$ cat src/rtl/rf_sequencer_if.sv
// Port bundle between the rf_sequencer and its environment: command channel,
// register-file read/write ports, response channel and completion counter.
interface rf_sequencer_if;
    logic        cmd_valid;
    logic        cmd_ready;
    logic [2:0]  cmd_op;
    logic [2:0]  cmd_dst;
    logic [2:0]  cmd_src0;
    logic [2:0]  cmd_src1;
    logic [15:0] cmd_imm;
    logic [2:0]  rf_rd0_addr;
    logic [2:0]  rf_rd1_addr;
    logic [15:0] rf_rd0_data;
    logic [15:0] rf_rd1_data;
    logic        rf_wr_en;
    logic [2:0]  rf_wr_addr;
    logic [15:0] rf_wr_data;
    logic        rsp_valid;
    logic        rsp_ready;
    logic [15:0] rsp_data;
    logic [15:0] cmd_count;

    // Environment side: command source, register file and response consumer.
    modport master (
        output cmd_valid, cmd_op, cmd_dst, cmd_src0, cmd_src1, cmd_imm,
        output rf_rd0_data, rf_rd1_data, rsp_ready,
        input  cmd_ready, rf_rd0_addr, rf_rd1_addr, rf_wr_en, rf_wr_addr,
        input  rf_wr_data, rsp_valid, rsp_data, cmd_count
    );

    modport slave (
        input  cmd_valid, cmd_op, cmd_dst, cmd_src0, cmd_src1, cmd_imm,
        input  rf_rd0_data, rf_rd1_data, rsp_ready,
        output cmd_ready, rf_rd0_addr, rf_rd1_addr, rf_wr_en, rf_wr_addr,
        output rf_wr_data, rsp_valid, rsp_data, cmd_count
    );
endinterface

$ cat src/rtl/rf_sequencer.sv
// Sequences one ALU command at a time through the 8x16 register file:
// read both operands, write the result back, then hand it out on the response channel.
module rf_sequencer (
    input  logic          clk,
    input  logic          rst,
    rf_sequencer_if.slave bus
);
    typedef enum logic [1:0] {IDLE, READ, WRITE, RESP} state_t;

    localparam logic [2:0] OP_ADD = 3'd0;
    localparam logic [2:0] OP_SUB = 3'd1;
    localparam logic [2:0] OP_AND = 3'd2;
    localparam logic [2:0] OP_OR  = 3'd3;
    localparam logic [2:0] OP_XOR = 3'd4;
    localparam logic [2:0] OP_LDI = 3'd5;
    localparam logic [2:0] OP_RD  = 3'd6;

    state_t      state_q, state_d;
    logic [2:0]  op_q, op_d, dst_q, dst_d, src0_q, src0_d, src1_q, src1_d;
    logic [15:0] imm_q, imm_d, a_q, a_d, b_q, b_d, res_q, res_d, cnt_q, cnt_d;
    logic [15:0] alu_result;

    function automatic logic [15:0] alu_f(input logic [2:0]  op,
                                          input logic [15:0] a,
                                          input logic [15:0] b,
                                          input logic [15:0] imm);
        case (op)
            OP_ADD:  alu_f = a + b;
            OP_SUB:  alu_f = a - b;
            OP_AND:  alu_f = a & b;
            OP_OR:   alu_f = a | b;
            OP_XOR:  alu_f = a ^ b;
            OP_LDI:  alu_f = imm;
            OP_RD:   alu_f = a;
            default: alu_f = ~a;
        endcase
    endfunction

    assign alu_result = alu_f(op_q, a_q, b_q, imm_q);

    always_comb begin
        state_d = state_q;
        op_d    = op_q;
        dst_d   = dst_q;
        src0_d  = src0_q;
        src1_d  = src1_q;
        imm_d   = imm_q;
        a_d     = a_q;
        b_d     = b_q;
        res_d   = res_q;
        cnt_d   = cnt_q;
        case (state_q)
            IDLE: begin
                if (bus.cmd_valid) begin
                    op_d    = bus.cmd_op;
                    dst_d   = bus.cmd_dst;
                    src0_d  = bus.cmd_src0;
                    src1_d  = bus.cmd_src1;
                    imm_d   = bus.cmd_imm;
                    state_d = READ;
                end
            end
            READ: begin
                a_d     = bus.rf_rd0_data;
                b_d     = bus.rf_rd1_data;
                state_d = WRITE;
            end
            WRITE: begin
                res_d   = alu_result;
                state_d = RESP;
            end
            RESP: begin
                if (bus.rsp_ready) begin
                    cnt_d   = cnt_q + 16'd1;
                    state_d = IDLE;
                end
            end
            default: state_d = IDLE;
        endcase
    end

    always_ff @(posedge clk or posedge rst) begin
        if (rst) begin
            state_q <= IDLE;
            op_q    <= '0;
            dst_q   <= '0;
            src0_q  <= '0;
            src1_q  <= '0;
            imm_q   <= '0;
            a_q     <= '0;
            b_q     <= '0;
            res_q   <= '0;
            cnt_q   <= '0;
        end else begin
            state_q <= state_d;
            op_q    <= op_d;
            dst_q   <= dst_d;
            src0_q  <= src0_d;
            src1_q  <= src1_d;
            imm_q   <= imm_d;
            a_q     <= a_d;
            b_q     <= b_d;
            res_q   <= res_d;
            cnt_q   <= cnt_d;
        end
    end

    assign bus.cmd_ready   = (state_q == IDLE);
    assign bus.rf_rd0_addr = src0_q;
    assign bus.rf_rd1_addr = src1_q;
    assign bus.rf_wr_addr  = dst_q;
    // Write data is the live ALU output during WRITE so the file sees it at the
    // same edge the result register captures it; afterwards it holds that value.
    assign bus.rf_wr_data  = (state_q == WRITE) ? alu_result : res_q;
    assign bus.rf_wr_en    = (state_q == WRITE) && (op_q != OP_RD);
    assign bus.rsp_valid   = (state_q == RESP);
    assign bus.rsp_data    = res_q;
    assign bus.cmd_count   = cnt_q;
endmodule

$ cat src/flat_wrapper.sv
// flat-port wrapper written by rule: the top's interface ports become plain ports
module rf_sequencer_flat 
  (clk, rst, bus_cmd_valid, bus_cmd_op, bus_cmd_dst, bus_cmd_src0, bus_cmd_src1, bus_cmd_imm, bus_rf_rd0_data, bus_rf_rd1_data, bus_rsp_ready, bus_cmd_ready, bus_rf_rd0_addr, bus_rf_rd1_addr, bus_rf_wr_en, bus_rf_wr_addr, bus_rf_wr_data, bus_rsp_valid, bus_rsp_data, bus_cmd_count);
  rf_sequencer_if bus_i ();
  input  logic clk;
  input  logic rst;
  input wire logic [$bits(bus_i.cmd_valid)-1:0] bus_cmd_valid;
  input wire logic [$bits(bus_i.cmd_op)-1:0] bus_cmd_op;
  input wire logic [$bits(bus_i.cmd_dst)-1:0] bus_cmd_dst;
  input wire logic [$bits(bus_i.cmd_src0)-1:0] bus_cmd_src0;
  input wire logic [$bits(bus_i.cmd_src1)-1:0] bus_cmd_src1;
  input wire logic [$bits(bus_i.cmd_imm)-1:0] bus_cmd_imm;
  input wire logic [$bits(bus_i.rf_rd0_data)-1:0] bus_rf_rd0_data;
  input wire logic [$bits(bus_i.rf_rd1_data)-1:0] bus_rf_rd1_data;
  input wire logic [$bits(bus_i.rsp_ready)-1:0] bus_rsp_ready;
  output wire logic [$bits(bus_i.cmd_ready)-1:0] bus_cmd_ready;
  output wire logic [$bits(bus_i.rf_rd0_addr)-1:0] bus_rf_rd0_addr;
  output wire logic [$bits(bus_i.rf_rd1_addr)-1:0] bus_rf_rd1_addr;
  output wire logic [$bits(bus_i.rf_wr_en)-1:0] bus_rf_wr_en;
  output wire logic [$bits(bus_i.rf_wr_addr)-1:0] bus_rf_wr_addr;
  output wire logic [$bits(bus_i.rf_wr_data)-1:0] bus_rf_wr_data;
  output wire logic [$bits(bus_i.rsp_valid)-1:0] bus_rsp_valid;
  output wire logic [$bits(bus_i.rsp_data)-1:0] bus_rsp_data;
  output wire logic [$bits(bus_i.cmd_count)-1:0] bus_cmd_count;
  assign bus_i.cmd_valid = bus_cmd_valid;
  assign bus_i.cmd_op = bus_cmd_op;
  assign bus_i.cmd_dst = bus_cmd_dst;
  assign bus_i.cmd_src0 = bus_cmd_src0;
  assign bus_i.cmd_src1 = bus_cmd_src1;
  assign bus_i.cmd_imm = bus_cmd_imm;
  assign bus_i.rf_rd0_data = bus_rf_rd0_data;
  assign bus_i.rf_rd1_data = bus_rf_rd1_data;
  assign bus_i.rsp_ready = bus_rsp_ready;
  assign bus_cmd_ready = bus_i.cmd_ready;
  assign bus_rf_rd0_addr = bus_i.rf_rd0_addr;
  assign bus_rf_rd1_addr = bus_i.rf_rd1_addr;
  assign bus_rf_wr_en = bus_i.rf_wr_en;
  assign bus_rf_wr_addr = bus_i.rf_wr_addr;
  assign bus_rf_wr_data = bus_i.rf_wr_data;
  assign bus_rsp_valid = bus_i.rsp_valid;
  assign bus_rsp_data = bus_i.rsp_data;
  assign bus_cmd_count = bus_i.cmd_count;
  rf_sequencer u_core (.clk(clk), .rst(rst), .bus(bus_i));
endmodule
$ cat config.mk
export PLATFORM = sky130hd
export DESIGN_NAME = rf_sequencer_flat
export DESIGN_NICKNAME = d
export VERILOG_FILES = /design/src/rtl/rf_sequencer_if.sv /design/src/rtl/rf_sequencer.sv /design/src/flat_wrapper.sv
export SDC_FILE = /design/constraint.sdc
export NUM_CORES = 1
export LEC_CHECK = 0
export ABC_AREA = 0
export CAP_MARGIN = 20
export CORE_ASPECT_RATIO = 1.4
export CORE_UTILIZATION = 35
export CTS_CLUSTER_DIAMETER = 80
export DETAILED_ROUTE_END_ITERATION = 10
export GPL_ROUTABILITY_DRIVEN = 0
export PLACE_DENSITY_LB_ADDON = 0.3
export SYNTH_ARGS = -nofsm -noshare
export SYNTH_HDL_FRONTEND = slang
export SYNTH_SLANG_ARGS = --single-unit
$ cat constraint.sdc
create_clock -name clk -period 4.65 [get_ports clk]
set_clock_uncertainty 0.2 [all_clocks]
set_input_delay 1.395 -clock clk [delete_from_list [all_inputs] [get_ports clk]]
set_output_delay 1.395 -clock clk [all_outputs]
set_load 0.005 [all_outputs]
==> impl_metrics.py, run 1 <==
metrics = {
    "global_routing": {
        "antenna_found_initial": 0,
        "grt_pass1_vias": 5508,
        "grt_max_degree": 65,
        "grt_pass1_wl_um": 28400,
        "grt_overflow": 0,
        "track_usage_pct": 20.2,
    },
    "clock_network": {
        "clock_latency_ps": 350,
        "cts_max_path_buffers": 2,
        "root_buffer": "clkbuf_16",
        "tritoncts": "built",
        "cts_inserted_buffers": 9,
        "clkTransAtPathRegs_ps": 80,
        "htree_levels": 3,
        "cts.sinks": 94,
    },
    "sta": {
        "slew_headroom_pct": 51.6,
        "maxSlewViolCount": 0,
        "fin_crit_sh_pct": 105,
        "fmax_mhz": 205,
        "max_slew.worst_pin.slew_ps": 726,
        "finalSetupViolations": 7,
        "min_period_ps": 4880,
        "finalHoldViolCount": 0,
        "fin_ws_ps": -234,
        "rsz0062_at_grt": "yes",
    },
    "die": {
        "ioPinCount": 124,
        "die-width_um": 114,
        "initial_core_util_pct": 36.2,
        "coreArea_mm2": 0.0170,
        "die-area_mm2": 0.0181,
        "rows": 56,
        "die_h_um": 159,
    },
    "drt": {
        "wl_per_cell_um": 16.2,
        "dr.pass1.iters": 5,
        "drt-total-wl_um": 17700,
        "ant_nets": 0,
        "vias": 5573,
        "vias_per_cell": 5.11,
        "drc": 0,
        "drt_iter0_markers": 322,
    },
    "power_and_ir_drop": {
        "leakagePower_uw": 0.00400,
        "max-vdd-ir-drop_mv": 0.369,
        "cellPowerDensity_mw_per_mm2": 919,
    },
    "yosys": {
        "synth.net_count": 772,
        "synth_flop_cell": "dfrtp_1",
        "synth_cells": 654,
        "synth_cell_types": 63,
        "synth.cell_area_mm2": 0.00613,
        "synth_edf_count": 0,
        "synth_top_area_share_pct": 38.4,
        "seq_area_frac_synth_pct": 38.4,
        "synth.area.top_cells": "dfrtp_1, ha_1, mux2_2",
        "async_reset_ff_share_pct": 100,
        "yosysWarnings": 0,
        "synth.largest_area_cell": "dfrtp_1",
        "synth_seq_cells": 94,
        "avgSynthCellArea_um2": 9.38,
    },
    "setup_path": {
        "cp_data_arrival_time_ps": 3290,
        "cp.required_ps": 3050,
        "path_max_fanout": 3,
        "cp_slowest_cell": "or4_4",
        "cp-end-kind": "primary output",
        "cp.buffers_inverters": 3,
        "critical_path_class": "reg -> out",
        "path_cells": "or4_4 -> nor3_4 -> buf_6 -> buf_6 -> a31oi_4 -> xnor2_1 -> ha_1 -> and4_4 -> a21oi_4 -> nand3_2 -> a31oi_4 -> xnor2_2 -> o22ai_2 -> buf_2",
        "rrSetupSlack_ps": 1540,
        "crit_family": "simple AND/OR/NAND/NOR gates",
        "cp_slowest_stage_delay_ps": 570,
        "setup.worst_path.start_class": "flop",
    },
    "place": {
        "place_area_mm2": 0.00807,
        "port_buffers": 123,
        "place_hpwl_um": 12600,
    },
    "final_layout": {
        "final_area_mm2": 0.00897,
        "drive_gt1_share_pct": 26.5,
        "fin_nets": 972,
        "area_delta_synth_final_pct": 46.2,
        "antennaDiodeCount": 0,
        "finish.utilization_pct": 52.9,
    },
    "run_status": {
        "status": "complete, but fails checks",
        "violations": "negative setup slack",
    },
    "run": {
        "cap_violations": 0,
    },
    "hold_path": {
        "hold_class": "reg -> reg",
    },
}
-- cell usage in the layout (no fill, tap or decap), types with 9 or more instances in the layout --
master / Yosys / layout
o21ai_0: 47 / 42
buf_6: 2 / 15
xnor2_1: 29 / 27
mux2i_1: 18 / 18
buf_2: 3 / 10
a21oi_1: 40 / 31
nand2_1: 67 / 64
clkdlybuf4s50_1: 0 / 109
dfrtp_1: 94 / 93
clkbuf_16: 0 / 9
buf_4: 0 / 81
ha_1: 53 / 50
o21ai_1: 15 / 16
inv_1: 49 / 46
nor2_1: 35 / 33
mux2_2: 34 / 32
-- sequential cells by signal (all words and copies together), names as in the netlist --
signal	cells
u_core.state_q	2
u_core.op_q	3
u_core.bus.rsp_data	16
u_core.a_q	16
u_core.imm_q	16
u_core.b_q	16
u_core.bus.cmd_count	16
u_core.bus.rf_wr_addr	3
u_core.bus.rf_rd0_addr	3
u_core.bus.rf_rd1_addr	3
-- area by class of cell --
class | count | area [um2]
Multi-Input combinational cell | 477 | 3830
Inverter | 51 | 194
Sequential cell | 94 | 2350
Fill cell | 1568 | 7990
Timing Repair Buffer | 221 | 2000
Clock buffer | 9 | 225
Clock inverter | 7 | 73.8
Tap cell | 232 | 290
-- path summary, 6_finish.rpt --
path,start,to,depth (start not counted)
max,u_core.b_q[6],bus_rf_wr_data[15],14
min,u_core.bus.cmd_count[15],u_core.bus.cmd_count[15],1
max reg2reg,u_core.b_q[6],u_core.bus.rsp_data[15],13
min reg2reg,u_core.bus.cmd_count[15],u_core.bus.cmd_count[15],1
max in group asynchronous,rst,u_core.imm_q[10],3
min in group asynchronous,rst,u_core.imm_q[5],2
-- cells by family (layout without fill, tap and decap cells) --
logic type	after synthesis	count (layout)	synth area share (%)
AOI/OAI and AO/OA	174	174	17.7
xor gates and xnor gates	36	36	5.14
muxes	54	54	9.55
adders and majority gates	54	54	11.1
and+or+nand+nor	159	159	12.6
DFF	94	94	38.4
buffers and inverters	83	288	5.55
-- power by group --
| group | switching [uW] | internal [uW] | total, uW |
|---|---|---|---|
| Combinational | 2950 | 3040 | 5990 |
| Sequential | 310 | 1190 | 1500 |
| Clock | 370 | 381 | 751 |
-- timing repair --
| action | in CTS | in global routing |
|---|---|---|
| hold buffers | 0 | 0 |
| setup endpoints to repair | 14 | 14 |
| pin swaps | 46 | 37 |
| gates resized for setup | 102 | 45 |
| buffers inserted | 16 | 8 |
| endpoints found under the hold margin | 0 | 0 |
-- cells in the mapped netlist, drive strengths merged (2+ instances only) --
library cell and number:
and2 2, o211ai 4, o2bb2ai 2, inv 50, a21o 4, a221o 2
and4 2, o221ai 3, xnor2 29, nor3 9, o21ai 62, a211oi 10
o21a 6, o31a 2, ha 53, or3 3, a31oi 10, nand3 7
a221oi 6, clkbuf 25, o22ai 4, a21oi 40, nand4 6, a41oi 3
a22o 3, nor2 36, nor2b 7, mux2i 18, buf 7, nand2b 8
nand2 67, mux2 36, dfrtp 94, xor2 7, o31ai 5, and3 5
-- metrics by stage --
step	TNS (ps)	cells	hold WS [ps]	setup WS [ps]	total power (uW)
after floorplan	0	654	268	86.5	4400
after global placement	-870	1050	271	-210	6340
after detailed placement	-1090	1050	265	-263	6410
after CTS	-609	1082	287	-225	7810
after global routing	-2260	1091	317	-379	8890
final	-657	1091	283	-234	8240
-- layer usage --
metal	track usage, %	vias to the layer above	routed length, um
met5	0	-	0
met1	25.0	2708	7590
met2	35.1	130	8860
met4	5.26	0	192
li1	-	2718	-
met3	5.10	17	1060
Power figures use the tool's default switching activity.
==> run 2: changes to the inputs <==
--- a/config.mk
+++ b/config.mk
@@ -12,7 +12,6 @@
 export CTS_CLUSTER_DIAMETER = 80
 export DETAILED_ROUTE_END_ITERATION = 10
 export GPL_ROUTABILITY_DRIVEN = 0
-export PLACE_DENSITY_LB_ADDON = 0.3
 export SYNTH_ARGS = -nofsm -noshare
 export SYNTH_HDL_FRONTEND = slang
 export SYNTH_SLANG_ARGS = --single-unit
==> impl_metrics.py, run 2 (synthesis results as in run 1) <==
metrics = {
    "place": {
        "pre_cts_ws_ps": -242,
        "port_buffers": 123,
        "place_hpwl_um": 13000,
    },
    "setup_path": {
        "critical_path_class": "reg -> out",
        "cp_slowest_stage_delay_ps": 570,
        "r2r_end": "u_core.bus.rsp_data[2]",
        "rr_startpoint": "u_core.op_q[2]",
        "path_max_fanout": 7,
        "crit_family": "simple AND/OR/NAND/NOR gates",
        "endpoint": "bus_rf_wr_data[14]",
        "cp.required_ps": 3050,
        "path_cells": "or4_4 -> nor3_4 -> buf_4 -> a21oi_1 -> xnor2_1 -> ha_1 -> buf_6 -> a21oi_4 -> o21ai_2 -> o22ai_2 -> a31oi_4 -> xnor2_1 -> o21ai_1 -> buf_2",
        "cp_common_cell": "xnor2_1",
        "crit_start": "u_core.b_q[3]",
        "cp-end-kind": "primary output",
        "cp.buffers_inverters": 3,
        "rrSetupSlack_ps": 220,
        "reg2regPathDepth": 32,
        "cp_slowest_cell": "or4_4",
        "crit_cells": 14,
        "setup.worst_path.start_class": "flop",
        "cp_data_arrival_time_ps": 3320,
    },
    "hold_path": {
        "worstHoldPathCells": 1,
        "hold_class": "reg -> reg",
    },
    "final_layout": {
        "finish.utilization_pct": 53.8,
        "fillers": 1551,
        "fin_nets": 989,
        "antennaDiodeCount": 0,
        "final_common_cell": "clkdlybuf4s50_1",
        "multi_input_area_mm2": 0.00384,
        "final_cell_mix": "clkdlybuf4s50_1, buf_4, dfrtp_1",
        "drive_gt1_share_pct": 28.5,
        "area_delta_synth_final_pct": 48.8,
        "layout.area.seq_mm2": 0.00235,
    },
    "die": {
        "coreArea_mm2": 0.0170,
        "die-width_um": 114,
        "die-area_mm2": 0.0181,
        "rows": 56,
        "die_h_um": 159,
        "ioPinCount": 124,
        "initial_core_util_pct": 36.2,
    },
    "run_status": {
        "status": "complete, but fails checks",
        "violations": "negative setup slack",
    },
    "power_and_ir_drop": {
        "totalPowerFinal_uw": 8550,
        "cellPowerDensity_mw_per_mm2": 937,
        "leakagePower_uw": 0.00408,
        "max-vdd-ir-drop_mv": 0.372,
    },
    "drt": {
        "ant_nets": 0,
        "vias_per_cell": 5.10,
        "drt-total-wl_um": 18200,
        "dr.pass1.iters": 4,
        "vias": 5652,
        "drc": 0,
        "drt_iter0_markers": 307,
        "wl_per_cell_um": 16.4,
    },
    "clock_network": {
        "cts_max_path_buffers": 2,
        "cts.sinks": 94,
        "tritoncts": "built",
        "cts_inserted_buffers": 9,
        "htree_levels": 3,
        "root_buffer": "clkbuf_16",
        "clkTransAtPathRegs_ps": 70,
        "clock_latency_ps": 360,
    },
    "run": {
        "cap_violations": 0,
    },
    "global_routing": {
        "track_usage_pct": 21.3,
        "grt_max_degree": 65,
        "grt_pass1_wl_um": 29500,
        "antenna_found_initial": 0,
        "grt_overflow": 0,
        "grt_pass1_vias": 5973,
    },
    "sta": {
        "slew_headroom_pct": 49.4,
        "finalHoldViolCount": 0,
        "fmax_mhz": 203,
        "fin_crit_sh_pct": 106,
        "maxSlewViolCount": 0,
        "max_slew.worst_pin.slew_ps": 757,
        "min_period_ps": 4920,
        "fin_ws_ps": -266,
        "finalSetupViolations": 8,
        "rsz0062_at_grt": "yes",
    },
}
run 2: changes by cell type in the layout (fill, tap and decap cells not counted), sizes merged:
cell | before | now
buf | 109 | 126
bufinv | 0 | 1
clkbuf | 10 | 11
clkinv | 4 | 3
dlygate4sd2 | 1 | 2
dlymetal6s2s | 1 | 0
inv | 54 | 53
run 2: what timing repair did:
action                                 in CTS  in global routing
endpoints found under the hold margin       0                  0
pin swaps                                  61                 52
gates resized for setup                   110                 42
setup endpoints to repair                  14                 13
hold buffers                                0                  0
setup buffers                              36                 12
run 2: layer usage:
layer | wire [um] | GRT usage, % | up-vias
met1 | 7470 | 25.1 | 2719
met5 | 0 | 0 | -
li1 | - | - | 2736
met2 | 8990 | 36.4 | 167
met3 | 1270 | 5.18 | 30
met4 | 468 | 10.1 | 0
run 2: cell type report:
class / count / area share [%]
clock buffers: 10 / 2.62
clock inverters: 6 / 0.836
inverters: 51 / 2.17
multi-input cells: 477 / 42.1
flip-flops and latches: 94 / 25.8
well taps: 232 / 3.18
repair buffers: 238 / 23.3
run 2: worst min path at each step:
stage	to	start
final	u_core.bus.cmd_count[15]	u_core.bus.cmd_count[15]
after floorplan	u_core.bus.cmd_count[15]	u_core.bus.cmd_count[15]
after CTS	u_core.bus.cmd_count[15]	u_core.bus.cmd_count[15]
after global placement	u_core.bus.cmd_count[15]	u_core.bus.cmd_count[15]
after global routing	u_core.bus.cmd_count[15]	u_core.bus.cmd_count[15]
after detailed placement	u_core.bus.cmd_count[15]	u_core.bus.cmd_count[15]
run 2: worst register-to-register path, delay by kind of cell, from the launching register on:
family | cells | cell delay [ps]
buf+inv | 21 | 2440
simple gates | 6 | 560
flops | 1 | 400
compound gates | 4 | 380
fa+ha+maj | 1 | 380
run 2: where the power goes:
group	total [uW]	switching [uW]	internal, uW
clock	800	358	443
sequential	1500	314	1190
combinational	6250	3030	3220
total	8550	3700	4850
run 2: stage by stage:
| step | instances | hold WS, ps | instance area, um2 | TNS [ps] |
|---|---|---|---|---|
| final | 1108 | 281 | 9130 | -1140 |
| after CTS | 1098 | 282 | 8860 | -652 |
| after floorplan | 654 | 268 | 6130 | 0 |
| after global routing | 1108 | 315 | 9130 | -2650 |
| after detailed placement | 1046 | 272 | 8040 | -1020 |
| after global placement | 1046 | 263 | 8040 | -660 |
